### src/rtl/fp_pkg.sv
// fp_pkg: shared single-precision field widths, FSM states and float layout
package fp_pkg;
  localparam int SIGN_W = 1;
  localparam int EXP_W = 8;
  localparam int MAN_W = 23;
  localparam int EXP_BIAS = 127;
  typedef enum logic [1:0] {IDLE, NORM, ROUND, DONE} state_t;
  typedef struct packed {
    logic [SIGN_W-1:0] sign;
    logic [EXP_W-1:0]  exp;
    logic [MAN_W-1:0]  man;
  } fp32_t;
endpackage

### src/rtl/fp_round_rne.sv
// fp_round_rne: round-to-nearest-even on a 23-bit mantissa with exponent carry
module fp_round_rne
  import fp_pkg::*;
(
  input  logic [MAN_W-1:0] man,
  input  logic             guard,
  input  logic             sticky,
  input  logic [EXP_W-1:0] exp,
  output logic [MAN_W-1:0] man_r,
  output logic [EXP_W-1:0] exp_r
);
  logic inc;
  logic carry;
  assign inc = guard && (sticky || man[0]);
  assign {carry, man_r} = {1'b0, man} + (MAN_W+1)'(inc);
  assign exp_r = exp + EXP_W'(carry);
endmodule

### src/rtl/signed_int_to_float.sv
// signed_int_to_float: iterative int32 to IEEE-754 single conversion with valid/ready handshakes
module signed_int_to_float
  import fp_pkg::*;
(
  input  logic        clk,
  input  logic        rst,
  input  logic        in_valid,
  output logic        in_ready,
  input  logic [31:0] signed_int_val,
  output logic        out_valid,
  input  logic        out_ready,
  output logic [31:0] FP_val
);
  state_t state, state_next;
  logic [31:0] mag, mag_in;
  logic [SIGN_W-1:0] sign;
  logic [4:0] lz_cnt;
  logic [EXP_W-1:0] exp_pre, exp_r;
  logic [MAN_W-1:0] man_r;
  fp32_t fp_val;
  logic accept, consume;
  assign mag_in = signed_int_val[31] ? -signed_int_val : signed_int_val;
  assign in_ready = state == IDLE;
  assign out_valid = state == DONE;
  assign accept = in_valid && in_ready;
  assign consume = out_valid && out_ready;
  assign FP_val = fp_val;
  assign exp_pre = EXP_W'(EXP_BIAS + 31) - {3'b000, lz_cnt};
  always_comb begin
    state_next = state;
    case (state)
      IDLE:    state_next = accept ? (mag_in == '0 ? DONE : NORM) : IDLE;
      NORM:    state_next = mag[31] ? ROUND : NORM;
      ROUND:   state_next = DONE;
      DONE:    state_next = consume ? IDLE : DONE;
      default: state_next = IDLE;
    endcase
  end
  fp_round_rne u_round (
    .man    (mag[30:8]),
    .guard  (mag[7]),
    .sticky (|mag[6:0]),
    .exp    (exp_pre),
    .man_r  (man_r),
    .exp_r  (exp_r)
  );
  always_ff @(posedge clk) begin
    if (rst) begin
      state  <= IDLE;
      mag    <= '0;
      sign   <= '0;
      lz_cnt <= '0;
      fp_val <= '0;
    end else begin
      state <= state_next;
      if (accept) begin
        mag    <= mag_in;
        sign   <= signed_int_val[31];
        lz_cnt <= '0;
        fp_val <= '0;
      end
      if (state == NORM && !mag[31]) begin
        mag    <= mag << 1;
        lz_cnt <= lz_cnt + 5'd1;
      end
      if (state == ROUND) fp_val <= '{sign: sign, exp: exp_r, man: man_r};
    end
  end
endmodule

### config.mk
export PLATFORM = sky130hd
export DESIGN_NAME = signed_int_to_float
export DESIGN_NICKNAME = d
export VERILOG_FILES = /design/src/rtl/fp_pkg.sv /design/src/rtl/fp_round_rne.sv /design/src/rtl/signed_int_to_float.sv
export SDC_FILE = /design/constraint.sdc
export NUM_CORES = 1
export LEC_CHECK = 0
export BUFFER_PORTS_ARGS = -buffer_cell sky130_fd_sc_hd__clkbuf_2
export CELL_PAD_IN_SITES_DETAIL_PLACEMENT = 2
export CELL_PAD_IN_SITES_GLOBAL_PLACEMENT = 2
export CORE_MARGIN = 3
export CORE_UTILIZATION = 36
export CTS_CLUSTER_SIZE = 12
export DETAILED_ROUTE_END_ITERATION = 6
export PLACE_DENSITY = 0.92
export SLEW_MARGIN = 20
export SYNTH_ARGS = -nofsm -noshare
export SYNTH_HDL_FRONTEND = slang
export SYNTH_SLANG_ARGS = --single-unit
### constraint.sdc
create_clock -name clk -period 4.75 [get_ports clk]
set_input_delay 1.425 -clock clk [delete_from_list [all_inputs] [get_ports clk]]
set_output_delay 1.425 -clock clk [all_outputs]
set_load 0.03 [all_outputs]
After elaboration in Yosys (flattened, before gate mapping)
Cells that the tools add are included.
- bits in registers: 72
- input bits: 36
- output and inout port bits: 34
- word-level logic and storage cells: 40
- add/subtract/negate cells: 5
- eq/ne operators: 3
- muxes and demuxes: 12
- reductions and logical operators: 12
- operators by type and width (kind ; number):
    two-way mux 32 bit ; 5
    zero test 32 bit ; 1
    negation 32 bit ; 1
    adder 23 x 1 -> 24 bit ; 1
    two-way mux 5 bit ; 2
    adder 8 x 1 -> 8 bit ; 1
    two-way mux 2 bit ; 4
    case mux 2 bit (4 select lines) ; 1
    subtractor 8 x 5 -> 8 bit (first input constant) ; 1
    OR reduction 7 bit ; 1
    adder 5 x 1 -> 5 bit (second input constant) ; 1
    equality test 2 bit (second input constant) ; 2
    logical AND 1 bit ; 4
    nonzero test 2 bit ; 2
    equality test 2 x 1 -> 1 bit (second input constant) ; 1
    zero test 2 bit ; 1
    OR reduction 2 bit ; 1
    zero test 1 bit ; 1
    logical OR 1 bit ; 1

Depth between registers and ports, before layout
Gate-level depths: netlist (run 1).
- word-level depth: 6
- mapped depth: 11

Modules after synthesis
A second synthesis (run 1) with hierarchy kept.
- cells, all modules: 567
- area total of the unflattened synthesis: 4330.4 um^2
- modules (own cells, without submodules) (module ; times used ; cells each ; area an instance (um^2) ; sequential area each (um^2)):
    signed_int_to_float ; 1 ; 490 ; 3756.1 ; 1441.4
    fp_round_rne ; 1 ; 77 ; 574.3 ; 0.0

Worst setup path after synthesis (run 1)
OpenSTA, ideal clock, no wires.
- path kind: input to register
- from: input port signed_int_val[22]
- to: register state[1]
- setup time: 0.116 ns
- arrival time: 3.368 ns
- data required time: 4.634 ns
- slack: 1.266 ns
- stages on the path: 7
- path buffers: 1
- cells stage by stage: buf_6 > or4_4 > or4_1 > nor3_4 > nor4b_2 > nor4_1 > a41o_1
- longest elaborated chain between the ends: 6
- RTL lines (element ; RTL line ; RTL):
    start: declaration ; signed_int_to_float.sv:9 ; input logic [31:0] signed_int_val,
    negation 32 bit ; signed_int_to_float.sv:22 ; assign mag_in = signed_int_val[31] ? -signed_int_val : signed_int_val;
    two-way mux 32 bit (*) ; signed_int_to_float.sv:22 ;
    zero test 32 bit (*) ; signed_int_to_float.sv:32 ; IDLE: state_next = accept ? (mag_in == '0 ? DONE : NORM) : IDLE;
    two-way mux 2 bit (*) (2 in series) ; signed_int_to_float.sv:32 ;
    case mux 2 bit (4 select lines) (*) ; signed_int_to_float.sv:31 ; case (state)
    end signal: assignment ; signed_int_to_float.sv:55 ; state <= state_next;
    end: declaration ; signed_int_to_float.sv:14 ; state_t state, state_next;
Mark *: on every way between the ends. The rest lies on a longest branch, timed or not.
A chain may end at the register's enable or synchronous reset.

Final worst setup path (run 1)
- from: input port signed_int_val[0]
- to: register state[1]
The elaborated chain is that of the path after synthesis.

==> results by stage, run 1 <==
Power:
- The largest vdd supply drop is 164 uV.
- The sequential share of power is 0.423.
- In this run the power spent charging and discharging nets is 0.000459 W.
- The share of total power dissipated in combinational logic is 0.165.
- Power spread over the standard cell area amounts to 297 mW/mm^2.
- Internal power comes to 0.00113 W.
- Of the total power, the share spent switching nets is 0.289.
- The clock network fraction of design power is 0.411.
- In this run the static leakage power is 1.94 nW.

STA:
- The final critical-path required period is 3900 ps.
- The number of max-slew violations in the final report is 0.
- The worst-margin pin slew is 841 ps.
- Of the available clock period, the critical path in the final layout requires 0.821.
- The maximum clock rate is 256 MHz.
- The final setup violation count is 0.
- The clock arrives with 6.41 ps of skew.
- Setup repair after global routing left no endpoint under its margin.
- Headroom to the max-slew limit came out at 0.438.
- The sum of negative setup slack is 0 ps.
- The number of hold violations in the final report is 0.

Routing:
- The total length of routed wires is 16100 um.
- In this run the remaining antenna-violating nets after routing total 0.
- In the final routed layout, each cell accounts on average for 19.8 um.
- The DRC violation count after routing is 0.
- The total vias in the final route is 4695.
- The ratio of routed vias to standard cells is 5.76.
- The DRC marker count from the first detailed-route iteration is 311.
- The length of the first detailed-routing pass in iterations is 4.

Clock tree:
- The buffer count from post-CTS setup fixing is 0.
- The clock buffer count from CTS is 9.
- After clock tree synthesis, the clock-pin slew on the worst setup and hold paths is 60 ps.
- At the later pin of the worst-skew pair, clock insertion delay measures 330 ps.
- The number of hold buffers added after CTS was 0.
- The H-tree level count is 3.
- Clock tree synthesis found a total of 72 sinks.
- The largest buffer count on any clock path is 2.
- TritonCTS built the clock tree.
- The root buffer cell chosen for the clock tree is clkbuf_16.
- Gates resized during post-CTS repair numbered 0.

Final layout:
- The final standard cell count with taps included and fillers excluded is 815.
- Of the cells placed in the final design, the portion with a size suffix greater than 1 is 0.182.
- The number of antenna diodes in the final layout is 0.
- The post-route core utilization is 0.435.
- The final layout net count is 684.
- The area added between synthesis and finish is 15.5%.

Yosys:
- In this run the mean area of a mapped cell was 7.72 sq um.
- The synthesized design spends more area on one cell type than any other, namely dfxtp_1.
- The total nets after synthesis is 641.
- Synthesis instantiated 66 different standard cells from the library.
- By area the synthesized netlist is led by dfxtp_1 31%, a21oi_1 6.3%, nand2_1 6.2%, xnor2_1 5.3%, nor2_1 4.8%.
- The top flip-flop cell by instance count after synthesis is dfxtp_1.
- The share of synthesized area in the top cell type comes to 0.312.
- The parity-gate share of the synthesized area counting xor and xnor cells is 0.0909.
- The netlist area before placement is 0.00462 sq mm.
- The cell count after synthesis is 599.
- The synthesized design contains 72 register bits.
- The main combinational cell family by area after synthesis is simple AND/OR/NAND/NOR gates.
- Of the total synthesized cell area, the portion taken by full adders, half adders and majority gates is 0.0162.
- The compound-gate portion of the synthesized area was 0.215.
- The synthesized-area fraction occupied by and/or/nand/nor cells is 0.307.
- The number of enable-type register cells in the synthesized netlist is 0.
- The mux cell area share after synthesis is 0.0114.
- During synthesis, Yosys emitted a total of 0 warnings.
- The post-synthesis async set-or-reset flop share is 0.
- The share of the yosys chip area belonging to registers is 0.312.

Run:
- The reported max-cap violation count is 0.

GRT:
- The total congestion overflow is 0.
- The total global routing track utilization is 0.229.
- Entering global routing, the biggest net connects 71 pins.
- The first global-routing pass estimated 27000 um of wire.
- The via count of the first global-routing pass is 5033.
- The number of antenna violations at the first check in global routing came to 0.

Floorplan:
- The overall die width is 119 um.
- The number of placed I/O pins is 70.
- For this configuration, the core starts out at a cell density of 0.377.
- The floorplan step defined a die boundary enclosing 0.0142 sq mm.
- The region available for standard cell placement spans 0.0123 sq mm.
- After floorplanning, the core was divided into 40 placement rows.
- The die outline height is 119 um.

Setup path:
- The kind of cell with the highest combined delay along the critical path is simple AND/OR/NAND/NOR gates.
- The signal on the critical path passes through clkbuf_2, inv_1, ha_1, nor4b_4, nand4_1, or4_1, nor4b_1, a211oi_1, a311oi_2, a41o_1.
- On the critical path, the stage with the largest delay is an instance of or4_1.
- The worst setup path is captured at a flop.
- The arrival time of data at the critical path endpoint is 4180 ps.
- Of all nets on the critical path, the largest fanout is 8.
- The critical path required time is 5030 ps.
- The startpoint type of the worst setup path is an input port.
- The largest single stage delay on the critical path is 520 ps.
- The number of buffers and inverters on the critical path is 2.
- The worst setup path is of the input port to flop kind.

Placement:
- The routability congestion estimate is 0.847.
- Input and output buffers added on the ports amount to 69.
- The HPWL after detailed placement is 12100 um.
- The total placed cells including tap cells is 799.

Outcome:
- The run finished with clean final reports.

Hold path:
- The worst hold path belongs to the class flop to flop.
==> cells in the final DEF (no fill, tap or decap), types with 4 or more instances in the layout <==
cell,instances
nand2_1,76
clkbuf_16,9
nor4_1,6
o41ai_1,5
or4_1,5
a31oi_1,8
dfxtp_1,72
and3_1,5
nor3_1,12
a221oi_1,8
nor2b_1,5
nand3_1,39
nand4_1,11
xor2_1,20
clkbuf_2,69
a22oi_1,24
and4_1,5
a21oi_1,58
nand4b_1,4
ha_1,6
a22o_1,4
nor2_1,58
o21ai_0,19
xnor2_1,28
or3_1,4
or2_2,4
buf_4,9
o31ai_1,5
and2_1,5
inv_1,6
==> area by class of cell <==
cell class                 count  area, sq um
fill                        1447         6920
multi-input combinational    474         2970
sequential                    72         1440
timing repair buffer          78          413
clock buffer                  12          236
tap                          168          210
clock inverter                 4         45.0
inverter                       7         26.3
==> layer usage <==
layer,vias to the layer above,GRT usage,share of wire
li1,2265,-,-
met1,2312,0.307,0.47
met2,107,0.394,0.49
met3,11,0.0233,0.029
met4,0,0.0594,0.0099
met5,-,0,0
==> cell families (layout without fill, tap and decap cells) <==
group           count (synthesis)  after routing
compound gates                149            149
xor+xnor                       48             48
fa+ha+maj                       6              6
buf+inv                        53            101
flops                          72             72
mux                             5              5
simple gates                  266            266
==> cell usage after synthesis (all sizes together), types with 11 or more instances <==
library cell,count
nand2,76
nand4,11
a21oi,58
nor3,15
o21ai,19
nand3,40
xor2,20
xnor2,28
clkbuf,41
nor2,59
a22oi,24
dfxtp,72
==> sequential cells by signal, summed over array words and instances (netlist names) <==
name / cells
FP_val: 32
mag: 32
lz_cnt: 5
state: 2
sign: 1
==> worst register-to-register path: cells and delay by family, from the launching register on <==
kind	cells	cell delay (ps)
AOI/OAI and AO/OA	3	450
adders and majority gates	2	470
DFF	1	440
and+or+nand+nor	6	1350
==> metrics by stage <==
stage                     total power, W  hold slack [ps]  worst slack (ps)  cell area [sq um]
after floorplan                 0.000848              432              1270               4620
after global placement          0.000926              453               831               5060
after detailed placement        0.000945              464               554               5060
after CTS                        0.00160              470               887               5340
after global routing             0.00167              497               696               5340
final                            0.00159              464               849               5340
==> power groups by stage <==
| stage | Clock [W] | Combinational [W] | Sequential [W] |
|---|---|---|---|
| global placement | 0 | 0.000246 | 0.000679 |
| finish | 0.000653 | 0.000263 | 0.000672 |
| global route | 0.000696 | 0.000293 | 0.000677 |
| floorplan | 0 | 0.000180 | 0.000668 |
| CTS | 0.000665 | 0.000264 | 0.000671 |
| detailed placement | 0 | 0.000262 | 0.000684 |
==> final timing paths <==
check                    start          to  slack [ps]  depth (start not counted)
min reg2reg         FP_val[14]  FP_val[14]         460                          2
min                 FP_val[14]  FP_val[14]         460                          2
max reg2reg            mag[10]  FP_val[27]        1970                         11
max          signed_int_val[0]    state[1]         850                         10
Power figures use the tool's default switching activity.
==> run 2: changes to the inputs <==
--- a/config.mk
+++ b/config.mk
@@ -5,14 +5,15 @@
 export SDC_FILE = /design/constraint.sdc
 export NUM_CORES = 1
 export LEC_CHECK = 0
+export ABC_AREA = 1
 export BUFFER_PORTS_ARGS = -buffer_cell sky130_fd_sc_hd__clkbuf_2
 export CELL_PAD_IN_SITES_DETAIL_PLACEMENT = 2
 export CELL_PAD_IN_SITES_GLOBAL_PLACEMENT = 2
 export CORE_MARGIN = 3
-export CORE_UTILIZATION = 36
+export CORE_UTILIZATION = 28
 export CTS_CLUSTER_SIZE = 12
 export DETAILED_ROUTE_END_ITERATION = 6
-export PLACE_DENSITY = 0.92
+export PLACE_DENSITY = 0.84
 export SLEW_MARGIN = 20
 export SYNTH_ARGS = -nofsm -noshare
 export SYNTH_HDL_FRONTEND = slang
==> constraint.sdc (replaced) <==
create_clock -name clk -period 3.3 [get_ports clk]
set_input_delay 0.99 -clock clk [delete_from_list [all_inputs] [get_ports clk]]
set_output_delay 0.99 -clock clk [all_outputs]
set_load 0.03 [all_outputs]
==> results by stage, run 2 <==
Outcome:
- Result of the run: finished, final reports clean (unchanged).

Yosys:
- The number of synthesized register bits is 72 (unchanged).
- The total nets after synthesis is 780 (was 641).
- The count of yosys warnings during synthesis is 0 (unchanged).
- The number of enable-type register cells in the synthesized netlist is 0 (unchanged).
- The share of the yosys chip area belonging to registers came to 0.313 (was 0.312).
- The most frequent cell after synthesis is nand2_1 (unchanged).
- The netlist area before placement is 0.00460 sq mm (was 0.00462 sq mm).
- The top flip-flop cell by instance count after synthesis is dfxtp_1 (unchanged).
- Synth top cells by count: 263 x nand2_1, 72 x dfxtp_1, 65 x inv_1, 65 x nor2_1, 48 x a21oi_1 (was 76 x nand2_1, 72 x dfxtp_1, 59 x nor2_1, 58 x a21oi_1, 40 x clkbuf_1).
- Top post-synthesis cells by area: dfxtp_1 31%, nand2_1 21%, inv_1 5.3%, nor2_1 5.3%, a21oi_1 5.2% (was dfxtp_1 31%, a21oi_1 6.3%, nand2_1 6.2%, xnor2_1 5.3%, nor2_1 4.8%).
- The library cell with the largest summed area after synthesis is dfxtp_1 (unchanged).
- The per-instance average area after synthesis is 6.24 sq um (was 7.72 sq um).
- The count of different cell masters after synthesis was 47 (was 66).
- The cell count after synthesis is 738 (was 599).
- The top cell type's share of synthesized area is 0.313 (was 0.312).
- The post-synthesis async set-or-reset flop share was 0 (unchanged).

Hold path:
- The worst hold endpoint is FP_val[17] (was FP_val[14]).
- The count of cells along the worst hold path is 2 (unchanged).
- The worst min-delay path startpoint is FP_val[17] (was FP_val[14]).
- The worst min-delay path class is flop to flop (unchanged).

Placement:
- The half-perimeter wire length after detailed placement is 13100 um (was 12100 um).
- The number of port buffers is 69 (unchanged).
- The placement-stage cell area is 0.00515 sq mm (was 0.00506 sq mm).
- The routability congestion estimate is 0.866 (was 0.847).
- The setup slack at placement was 531 ps (was 554 ps).

STA:
- Dividing the final minimum period by the clock period gives 0.812.
- The worst-margin pin slew came to 738 ps (was 841 ps).
- The worst path needs 2680 ps of the cycle, external delays included.
- The final setup violation count is 0 (unchanged).
- The sum of negative setup slack is 0 ps (unchanged).
- The largest clock skew in the final design is 7.42 ps (was 6.41 ps).
- RSZ-0062 raised after global routing: false (unchanged).
- The final hold slack is 465 ps (was 464 ps).
- The worst-case headroom to the max-slew limit is 0.506 (was 0.438).
- The smallest setup slack after layout is 621 ps (was 849 ps).
- The number of hold violations in the final report was 0 (unchanged).
- The maximum clock rate is 373 MHz.
- The number of max-slew violations in the final report is 0 (unchanged).

Clock tree:
- The clock slew seen by the registers of the worst setup and hold paths is 60 ps (about the same).
- The total of cells resized after clock tree synthesis came to 0 (unchanged).
- The clock latency reported for the late side of the worst-skew pair is 340 ps (was 330 ps).
- The clock buffer count from CTS is 9 (unchanged).
- The number of hold buffers added after CTS is 0 (unchanged).
- The buffer count from post-CTS setup fixing is 0 (unchanged).
- The clock tree from TritonCTS is built (unchanged).
- The clock tree root buffer cell was clkbuf_16 (unchanged).
- The largest buffer count on any clock path is 2 (unchanged).
- The number of sinks on the clock net is 72 (unchanged).
- The H-tree level count is 3 (unchanged).

Setup path:
- The path depth of the worst reg2reg path is 19 (was 11).
- The destination of the worst register-to-register timing path is FP_val[27] (unchanged).
- The worst-path maximum fanout came to 4 (was 8).
- The start-to-end type of the worst setup path is flop to flop (was input port to flop).
- The kind of end point of the critical path is a flop (unchanged).
- The startpoint type of the worst setup path is a flop (was input port).
- The beginning of the worst register-to-register path was mag[7] (was mag[10]).
- The worst reg-to-reg setup slack is 620 ps (was 1970 ps).
- The critical path required time is 3490 ps (was 5030 ps).
- The arrival time of data at the critical path endpoint is 2870 ps (was 4180 ps).

Floorplan:
- The overall die width is 134 um (was 119 um).
- The die outline height is 134 um (was 119 um).
- The number of rows created at floorplan is 46 (was 40).
- The starting density of the core was 0.288 (was 0.377).
- The number of placed I/O pins is 70 (unchanged).
- The overall die area came to 0.0180 sq mm (was 0.0142 sq mm).
- The area of the core region was 0.0160 sq mm (was 0.0123 sq mm).

Final layout:
- The leading cell type in the layout, fill and taps excluded is nand2_1 (unchanged).
- The area added between synthesis and finish is 18.9% (was 15.5%).
- The post-route core utilization is 0.342 (was 0.435).
- Top library cells by usage in the layout, fill and taps aside: 263 x nand2_1, 72 x dfxtp_1, 69 x clkbuf_2, 65 x inv_1, 64 x nor2_1 (was 76 x nand2_1, 72 x dfxtp_1, 69 x clkbuf_2, 58 x nor2_1, 58 x a21oi_1).
- The fraction of final layout cells sized beyond drive strength 1 is 0.166 (was 0.182).
- The final design instance area without fill is 0.00547 sq mm (was 0.00534 sq mm).
- The antenna diode instance count was 0 (unchanged).
- The final layout net count is 842 (was 684).

Routing:
- The number of nets with antenna violations after routing is 0 (unchanged).
- The DRC violation count after routing came to 0 (unchanged).
- The ratio of routed vias to standard cells is 4.96 (was 5.76).
- The length of the first detailed-routing pass in iterations was 4 (unchanged).
- The total length of routed wires was 16700 um (was 16100 um).
- The detail-routed net length per standard cell is 16.3 um (was 19.8 um).
- The total vias in the final route was 5069 (was 4695).
- The DRC marker count from the first detailed-route iteration was 165 (was 311).

GRT:
- The total congestion overflow is 0 (unchanged).
- The via count of the first global-routing pass is 5326 (was 5033).
- The wire length of the first global-routing pass is 27800 um (was 27000 um).
- The total global routing track utilization is 0.191 (was 0.229).
- The largest net degree at the start of global routing is 36 (was 71).
- The number of antenna violations at the first check in global routing is 0 (unchanged).

Run:
- The reported max-cap violation count came to 0 (unchanged).

Power:
- The largest vdd supply drop was 201 uV (was 164 uV).
- The leakage dissipation is 2.30 nW (was 1.94 nW).
- The power density over the cells is 430 mW/mm^2 (was 297 mW/mm^2).
## run 2: changes by cell type after synthesis, moves of 7 or more
cell      previous run  this run
a21oi_1             58        48
o21ai_1              0         7
inv_1                6        65
xor2_1              20         2
nand3b_1             2         9
a31oi_1              8        31
xnor2_1             28         1
buf_2                0         8
inv_2                0         7
nand2_1             76       263
a221oi_1             8         0
a22oi_1             24         1
clkbuf_1            40        12
## run 2: cell type report
class | instances | area, sq um
clock inverters | 4 | 51.3
inverters | 72 | 270
repair buffers | 78 | 425
clock buffers | 12 | 267
well taps | 216 | 270
fillers | 2038 | 10500
multi-input cells | 567 | 2750
flip-flops and latches | 72 | 1440
## run 2: logic make-up after synthesis
logic type                 count (synthesis)  share of synthesized area
adders and majority gates                  6                     0.0163
and+or+nand+nor                          429                      0.411
AOI/OAI and AO/OA                        129                      0.163
buffers and inverters                     99                     0.0905
DFF                                       72                      0.313
xor gates and xnor gates                   3                    0.00571
## run 2: critical path, cell delays in order, from the launching register on
cell     delay, ps
dfxtp_1        380
nand2_1        100
inv_2           80
nand4_2         90
nor2_2         200
nand2_2        100
inv_2           70
nand2_2         60
nor2_4         100
nand2_2         90
nor3_1         180
nand4_1        150
ha_1           240
ha_1           210
nand2_1        100
nor2_1          50
inv_1           70
a21oi_1         70
o21ai_0        100
a21oi_1         80
## run 2: how the worst max path moves through the flow
stage / from / endpoint / slack, ps / depth (start not counted)
2_1_floorplan: signed_int_val[1] / state[1] / 1010 / 16
3_3_place_gp: signed_int_val[0] / state[1] / 580 / 17
3_5_place_dp: signed_int_val[0] / state[1] / 530 / 17
4_1_cts: mag[8] / FP_val[27] / 550 / 19
5_1_grt: mag[7] / FP_val[27] / 240 / 19
6_report: mag[7] / FP_val[27] / 620 / 19
## run 2: power by group
group | leakage (nW) | total, W | internal, W | switching, W
clock network | 0.155 | 0.00102 | 0.000647 | 0.000376
logic | 1.56 | 0.000373 | 0.000114 | 0.000259
registers | 0.586 | 0.000960 | 0.000908 | 0.0000515
total | 2.30 | 0.00236 | 0.00167 | 0.000686
## run 2: stage by stage
stage	instances	power [W]
floorplan	738	0.00121
global placement	1005	0.00134
detailed placement	1005	0.00135
CTS	1021	0.00238
global route	1021	0.00248
finish	1021	0.00236
## run 2: per-layer routing
layer,part of all wire,vias up,wire [um],track usage
li1,-,2533,-,-
met1,0.48,2434,7980,0.255
met2,0.47,81,7910,0.320
met3,0.028,21,471,0.0266
met4,0.018,0,303,0.0554
met5,0,-,0,0
